### config.mk
export PLATFORM = sky130hd
export DESIGN_NAME = uart_cmd_parser
export DESIGN_NICKNAME = d
export VERILOG_FILES = /design/src/rtl/uart_cmd_parser.sv
export SDC_FILE = /design/constraint.sdc
export NUM_CORES = 1
export LEC_CHECK = 0
export ABC_CLOCK_PERIOD_IN_PS = 2300
export BUFFER_PORTS_ARGS = -buffer_cell sky130_fd_sc_hd__clkbuf_2
export CORE_MARGIN = 2
export CORE_UTILIZATION = 45
export CTS_CLUSTER_DIAMETER = 60
export CTS_CLUSTER_SIZE = 14
export DETAILED_ROUTE_END_ITERATION = 7
export GPL_TIMING_DRIVEN = 0
export PLACE_DENSITY = 0.64
export RECOVER_POWER = 100
export SYNTH_ARGS = -nofsm -noshare
export SYNTH_HDL_FRONTEND = slang
export SYNTH_SLANG_ARGS = --single-unit
### constraint.sdc
create_clock -name osc_clk -period 2.3 [get_ports osc_clk]
set_input_delay 0.23 -clock osc_clk [delete_from_list [all_inputs] [get_ports osc_clk]]
set_output_delay 0.23 -clock osc_clk [all_outputs]
set_load 0.01 [all_outputs]
### src/rtl/uart_cmd_parser.sv
// ASCII command parser for a UART byte stream: "F<8 hex>\r" loads the NCO tuning
// word, "G<2 hex>\r" loads the gain; malformed or stalled commands pulse o_Err.
module uart_cmd_parser #(
  parameter logic [31:0] FREQ_DEFAULT = 32'h0147AE14,
  parameter logic [7:0]  GAIN_DEFAULT = 8'h40,
  parameter logic [23:0] TIMEOUT_CLKS = 24'd1000000
) (
  input  logic        osc_clk,
  input  logic        i_Reset,
  // i_Rx_DV is a one-cycle strobe with no back-pressure: every cycle it is high
  // delivers exactly one byte on i_Rx_Byte, and that byte is always consumed.
  input  logic        i_Rx_DV,
  input  logic [7:0]  i_Rx_Byte,
  output logic [31:0] o_Freq_Word,
  output logic        o_Freq_Valid,
  output logic [7:0]  o_Gain,
  output logic        o_Gain_Valid,
  output logic        o_Err,
  output logic [1:0]  o_Dbg_State
);

  typedef enum logic [1:0] {
    S_IDLE    = 2'd0,
    S_HEX     = 2'd1,
    S_WAIT_CR = 2'd2
  } state_e;

  localparam logic [7:0] CH_CR = 8'h0D;

  state_e      state_q, state_d;
  logic [31:0] acc_q, acc_d;
  logic [3:0]  cnt_q, cnt_d;
  logic        tgt_gain_q, tgt_gain_d;
  logic [23:0] tmo_q, tmo_d;
  logic [31:0] freq_q, freq_d;
  logic [7:0]  gain_q, gain_d;
  logic        fv_q, fv_d, gv_q, gv_d, err_q, err_d;

  logic [4:0]  hex_dec;
  logic        is_cmd_f, is_cmd_g, timeout_hit;

  // Returns {is_hex, nibble}; letters map via their low nibble plus 9.
  function automatic logic [4:0] hex_decode(input logic [7:0] b);
    if (b >= 8'h30 && b <= 8'h39)
      return {1'b1, b[3:0]};
    else if ((b >= 8'h41 && b <= 8'h46) || (b >= 8'h61 && b <= 8'h66))
      return {1'b1, b[3:0] + 4'd9};
    else
      return 5'd0;
  endfunction

  always_comb begin
    hex_dec     = hex_decode(i_Rx_Byte);
    is_cmd_f    = (i_Rx_Byte == 8'h46) || (i_Rx_Byte == 8'h66);
    is_cmd_g    = (i_Rx_Byte == 8'h47) || (i_Rx_Byte == 8'h67);
    timeout_hit = !i_Rx_DV && (tmo_q == TIMEOUT_CLKS - 24'd1);

    state_d    = state_q;
    acc_d      = acc_q;
    cnt_d      = cnt_q;
    tgt_gain_d = tgt_gain_q;
    tmo_d      = tmo_q;
    freq_d     = freq_q;
    gain_d     = gain_q;
    fv_d       = 1'b0;
    gv_d       = 1'b0;
    err_d      = 1'b0;

    // Idle-gap counter saturates at the abort threshold instead of wrapping.
    if (state_q == S_IDLE || i_Rx_DV)
      tmo_d = '0;
    else if (tmo_q != TIMEOUT_CLKS - 24'd1)
      tmo_d = tmo_q + 24'd1;

    case (state_q)
      S_IDLE: begin
        if (i_Rx_DV && (is_cmd_f || is_cmd_g)) begin
          acc_d      = '0;
          cnt_d      = '0;
          tgt_gain_d = is_cmd_g;
          state_d    = S_HEX;
        end
      end
      S_HEX: begin
        if (i_Rx_DV) begin
          if (hex_dec[4]) begin
            acc_d = {acc_q[27:0], hex_dec[3:0]};
            cnt_d = cnt_q + 4'd1;
            if (cnt_q + 4'd1 == (tgt_gain_q ? 4'd2 : 4'd8))
              state_d = S_WAIT_CR;
          end else begin
            err_d   = 1'b1;
            state_d = S_IDLE;
          end
        end else if (timeout_hit) begin
          err_d   = 1'b1;
          state_d = S_IDLE;
        end
      end
      S_WAIT_CR: begin
        if (i_Rx_DV) begin
          state_d = S_IDLE;
          if (i_Rx_Byte == CH_CR) begin
            if (tgt_gain_q) begin
              gain_d = acc_q[7:0];
              gv_d   = 1'b1;
            end else begin
              freq_d = acc_q;
              fv_d   = 1'b1;
            end
          end else begin
            err_d = 1'b1;
          end
        end else if (timeout_hit) begin
          err_d   = 1'b1;
          state_d = S_IDLE;
        end
      end
      default: state_d = S_IDLE;
    endcase
  end

  always_ff @(posedge osc_clk) begin
    if (i_Reset) begin
      state_q    <= S_IDLE;
      acc_q      <= '0;
      cnt_q      <= '0;
      tgt_gain_q <= 1'b0;
      tmo_q      <= '0;
      freq_q     <= FREQ_DEFAULT;
      gain_q     <= GAIN_DEFAULT;
      fv_q       <= 1'b0;
      gv_q       <= 1'b0;
      err_q      <= 1'b0;
    end else begin
      state_q    <= state_d;
      acc_q      <= acc_d;
      cnt_q      <= cnt_d;
      tgt_gain_q <= tgt_gain_d;
      tmo_q      <= tmo_d;
      freq_q     <= freq_d;
      gain_q     <= gain_d;
      fv_q       <= fv_d;
      gv_q       <= gv_d;
      err_q      <= err_d;
    end
  end

  assign o_Freq_Word  = freq_q;
  assign o_Freq_Valid = fv_q;
  assign o_Gain       = gain_q;
  assign o_Gain_Valid = gv_q;
  assign o_Err        = err_q;
  assign o_Dbg_State  = state_q;

endmodule

After elaboration in Yosys (flattened, before gate mapping)
Cells that the tools add are included.
Storage, ports and cells
  register bits after elaboration: 106
Operators by class
  add/subtract/negate cells: 3
  $lt $le $gt $ge: 6
  eq/ne operators: 14
  multiplexer cells: 26
  bitwise operators: 4
  reduce and logical (&&, ||, !) cells: 20
Operators with widths (number)
  32-bit two-way mux: 3
  32-bit one-hot mux with 2 select lines: 1
  8-bit by 7-bit == test with 1-bit output (second input constant): 4
  24-bit by 1-bit adder with 24-bit output (second input constant): 1
  24-bit by 20-bit == test with 1-bit output (second input constant): 1
  24-bit by 20-bit inequality test with 1-bit output (second input constant): 1
  8-bit by 7-bit greater-or-equal comparator with 1-bit output (second input constant): 2
  8-bit by 7-bit less-or-equal comparator with 1-bit output (second input constant): 2
  4-bit two-way mux: 4
  2-bit two-way mux: 6
  4-bit AND reduction: 3
  5-bit two-way mux: 2
  8-bit by 4-bit == test with 1-bit output (second input constant): 1
  8-bit by 6-bit greater-or-equal comparator with 1-bit output (second input constant): 1
  8-bit by 6-bit less-or-equal comparator with 1-bit output (second input constant): 1
  4-bit one-hot mux with 2 select lines: 1
  1-bit two-way mux: 7
  2-bit one-hot mux with 3 select lines: 1
  1-bit logical AND: 5
  1-bit logical OR: 5
  4-bit by 1-bit adder with 4-bit output (second input constant): 1
  4-bit adder (second input constant): 1
  4-bit == test: 1
  2-bit inequality test (second input constant): 2
  other kinds (12): 16

Longest topological paths before layout
  word-level depth: 8
  gate-level depth with buffers: 8

Least setup slack after synthesis
Ideal clock, no wire load.
  kind: in2reg
  start: in i_Rx_Byte[1]
  end: reg acc_q[2]
  setup time: 121 ps
  arrival: 1912 ps
  path slack: 268 ps
  stages on the path: 7
  path buffers: 0
  cell sequence: inv_1 -> ha_1 -> o21bai_1 -> a2111oi_4 -> o21ai_2 -> a21oi_2 -> mux2_2
Between the ends
  longest elaborated chain between the ends: 8
Ends and longest elaborated chain
  from (decl): RTL line 13  | input logic [7:0] i_Rx_Byte,
  8-bit by 7-bit greater-or-equal comparator with 1-bit output or 8-bit by 7-bit less-or-equal comparator with 1-bit output (tied branches): RTL line 46  | else if ((b >= 8'h41 && b <= 8'h46) || (b >= 8'h61 && b <= 8'h66))
  1-bit logical AND: RTL line 46
  1-bit logical OR: RTL line 46
  5-bit two-way mux: RTL line 46
  5-bit two-way mux: RTL line 44  | if (b >= 8'h30 && b <= 8'h39)
  32-bit two-way mux: RTL line 86  | if (hex_dec[4]) begin
  32-bit two-way mux: RTL line 85  | if (i_Rx_DV) begin
  32-bit one-hot mux with 2 select lines: RTL line 75  | case (state_q)
  to (signal assigned): RTL line 126  | acc_q <= '0;
  to (signal assigned): RTL line 137  | acc_q <= acc_d;
  to (decl): RTL line 31  | logic [31:0] acc_q, acc_d;
Several ways; a longest one is shown, not always the timed one. The select of a mux whose other input is x is not followed.
A chain may end at the register's enable or synchronous reset.

Final worst setup path
  start: reg state_q[1], in the netlist o_Dbg_State[1]
  end: reg cnt_q[0]
Between the ends
  longest elaborated chain between the ends: 3
Ends and longest elaborated chain
  from (decl): RTL line 30  | state_e state_q, state_d;
  from (signal assigned): RTL line 136  | state_q <= state_d;
  2-bit by 1-bit == test with 1-bit output or 2-bit logical NOT (tied branches): RTL line 75
  2-bit inequality test (no source line) (tied with other cells)
  4-bit AND reduction (no source line)
  to (signal assigned): RTL line 138  | cnt_q <= cnt_d;
  to (decl): RTL line 32  | logic [3:0] cnt_q, cnt_d;
Several ways; a longest one is shown, not always the timed one.

==> results by group <==
Status
  – Outcome: finished clean

Critical path
  – Startpoint type of the worst setup path: register
  – Crit path max-delay cell type: dfxtp_1
  – Delay of the slowest cell on the worst path: 0.42 ns
  – Worst Path Buf+Inv: 2
  – CP Class: register to register
  – Crit Path Max Fanout: 10
  – Worst EP arrival: 2.39 ns
  – FF-to-FF setup slack: 0.21 ns
  – CP cell instances: inv_1 > ha_1 > o2111ai_1 > a21boi_2 > o2bb2ai_1 > clkbuf_2 > mux2_2
  – Data required, critical path: 2.60 ns
  – Setup crit end kind: register
  – Family with the most delay on the worst path: compound AO/OA/AOI/OAI gates

Global route
  – GRT Overall Usage: 18.56%
  – Largest net degree at the start of global routing: 18
  – Initial antenna violation count: 0
  – Global-route wire length before repair: 15.22 mm
  – Grt total ovfl: 0
  – Vias in the first global route: 3188

Floorplanning
  – Initial Util: 46.39%
  – # IOs: 56
  – Die Y: 101.6 microns
  – Die area: 10320 sq um
  – Core Box Area: 9240 sq um
  – Die width: 101.6 microns
  – Row count: 35

Synth
  – Async set or reset register ratio after synthesis: 0%
  – Synth warn: 0
  – Synthesized instance count: 469
  – Yosys reg bits: 106
  – Synth top cells by count: dfxtp_1 (106), nand2_1 (85), a21oi_1 (32)
  – EDFF count, synth: 0
  – Syn_nets: 489
  – Sequential-to-total area share from yosys stat: 49.50%
  – Yosys cell types: 51
  – Post-synth top area share: 49.50%
  – Post-synth top area cell: dfxtp_1
  – Synthesized area: 4287 sq um
  – Main synth FF type: dfxtp_1
  – Synth top area cells: dfxtp_1 (50%), nand2_1 (7.4%), a22o_1 (6.1%)
  – Count leader, synth: dfxtp_1
  – Syn_area_per_cell: 9.140 sq um

Timing
  – RSZ-0062 raised after global routing: false
  – Slew margin rel.: 44.69%
  – Final Slew Violations: 0
  – Final worst-path cycle share: 90.69%
  – Hold Vio Cnt, Final: 0
  – Minimum clock period: 2.086 ns
  – Fmax: 0.4794 GHz
  – Measured slew at the worst slew-check pin: 0.8266 ns
  – Post-route setup slack: 0.2140 ns
  – Final setup vio count: 0
  – Worst clock skew: 0.01876 ns

Clocking
  – Inserted Clock Buffers: 9
  – Worst-Skew Late Latency: 0.36 ns
  – Clock Pin Slew Worst Setup and Hold Paths: 0.10 ns
  – Setup Fix Bufs, Post-CTS: 0
  – Clock sinks: 106
  – Longest Clk Path Bufs: 2
  – H-tree depth: 3
  – Root buf cell: clkbuf_8
  – CTS tree: built

Route
  – DRT Pass-1 Iters: 4
  – DRC violations left: 0
  – Final ANT Viol Nets: 0
  – WL final: 9.200 mm
  – Via count: 3502
  – WL/cell: 13.75 microns
  – Via-to-Cell Ratio: 5.235
  – Iteration-0 DRC Markers: 169

Finish
  – Final Instance Area: 4855 sq um
  – Multi-input gate area: 2036 sq um
  – Layout cells sized above 1: 7.963%
  – FF/Latch Area: 2122 sq um
  – Area grow syn2layout: 13.25%
  – Total Nets Final: 555
  – Post-route non-filler standard cell count: 669
  – ANT cells: 0
  – FILL cells: 906

Placed design
  – Placed insts: 653
  – Dpl hpwl: 6.714 mm
  – Placed cell area: 4723 sq um
  – Pre-CTS setup slack: -0.2150 ns
  – PortBufs: 55
  – Global placement routability congestion: 0.7781

Power and ir drop
  – Switching Share: 23.13%
  – Sw Pwr: 0.6899 mW
  – PwrDens: 614.3 nW/um^2
  – Seq pwr share: 61.5%
  – Peak VDD IR: 304.6 uV
  – Clock power share: 35.9%
  – Leak: 1.676 nW
  – Internal power: 2.292 mW
  – Comb power frac: 2.6%

Hold path
  – Worst hold path class: primary input to register

Job
  – Max Cap Viol: 0
==> cell type report <==
class	instances	share of cell area [%]
Buffer	23	1.933
Clock buffer	11	2.912
Multi-Input combinational cell	328	41.93
Tap cell	129	3.325
Clock inverter	5	0.7474
Inverter	12	0.9278
Timing Repair Buffer	55	4.510
Sequential cell	106	43.71
==> tightest hold or removal path: cells and delay by family <==
kind                   cells  cell delay, ns
buffers and inverters      1            0.14
multiplexers               1            0.05
AND/OR/NAND/NOR            1            0.06
XOR/XNOR                   1            0.08
==> what timing repair did <==
| item | 4_1_cts | 5_1_grt |
|---|---|---|
| setup endpoints to repair | 30 | 30 |
| pin swaps | 0 | 1 |
| gates resized for setup | 1 | 7 |
| hold buffers | 0 | 0 |
==> routing by layer <==
| layer | share of wire, % | wire length, microns | vias to the layer above | global-route usage, % |
|---|---|---|---|---|
| li1 | - | - | 1783 | - |
| met1 | 48 | 4398 | 1640 | 25.86 |
| met2 | 46 | 4225 | 73 | 29.00 |
| met3 | 5.5 | 502 | 6 | 4.210 |
| met4 | 0.80 | 74 | 0 | 5.094 |
| met5 | 0 | 0 | - | 0 |
==> cell usage in the layout (no fill, tap or decap), types with 9 or more instances in the layout <==
| cell | count |
|---|---|
| xnor2_1 | 10 |
| nor2_1 | 29 |
| a21oi_1 | 32 |
| dfxtp_1 | 106 |
| mux2i_1 | 13 |
| inv_1 | 11 |
| nand3_1 | 21 |
| clkbuf_8 | 10 |
| clkbuf_1 | 63 |
| ha_1 | 9 |
| clkbuf_2 | 13 |
| a22o_1 | 30 |
| nor3_1 | 12 |
| nand2_1 | 85 |
==> state kept, by name, summed over array words and instances (netlist names), 2 cells and up <==
| signal | count |
|---|---|
| o_Dbg_State | 2 |
| o_Freq_Word | 32 |
| tmo_q | 24 |
| acc_q | 32 |
| cnt_q | 4 |
| o_Gain | 8 |
==> power groups by stage <==
stage / Combinational (mW) / Clock (mW) / Sequential, mW
after global routing: 0.0868 / 1.17 / 1.83
after CTS: 0.0780 / 1.09 / 1.83
after detailed placement: 0.0774 / 0 / 1.88
after floorplan: 0.0455 / 0 / 1.88
final: 0.0783 / 1.07 / 1.83
after global placement: 0.0764 / 0 / 1.88
==> stage by stage <==
| step | utilization, % | setup TNS (ns) | power (mW) | hold WS, ns |
|---|---|---|---|---|
| after floorplan | - | 0 | 1.922 | 0.4251 |
| after global placement | 51.12 | -5.785 | 1.953 | 0.4438 |
| after detailed placement | 51.12 | -6.218 | 1.954 | 0.4459 |
| after CTS | 53.08 | 0 | 3.001 | 0.2508 |
| after global routing | 52.54 | 0 | 3.091 | 0.2754 |
| final | 52.54 | 0 | 2.982 | 0.2520 |
==> final timing paths <==
path	from	endpoint	cells past startpoint
setup / recovery	o_Dbg_State[1]	cnt_q[0]	7
hold / removal	i_Rx_Byte[0]	acc_q[0]	4
setup reg to reg	o_Dbg_State[1]	cnt_q[0]	7
hold reg to reg	o_Freq_Word[21]	o_Freq_Word[21]	2
==> cell families after synthesis <==
| kind of cell | Yosys count | synth area share, % |
|---|---|---|
| adder cells (fa/ha/maj) | 9 | 2.627 |
| multiplexers | 16 | 3.824 |
| XOR/XNOR | 18 | 3.678 |
| AO/OA/AOI/OAI | 98 | 16.61 |
| AND/OR/NAND/NOR | 187 | 20.61 |
| flip-flops | 106 | 49.50 |
| buffers and inverters | 35 | 3.152 |
No activity file was read; power rests on OpenSTA's default activity.
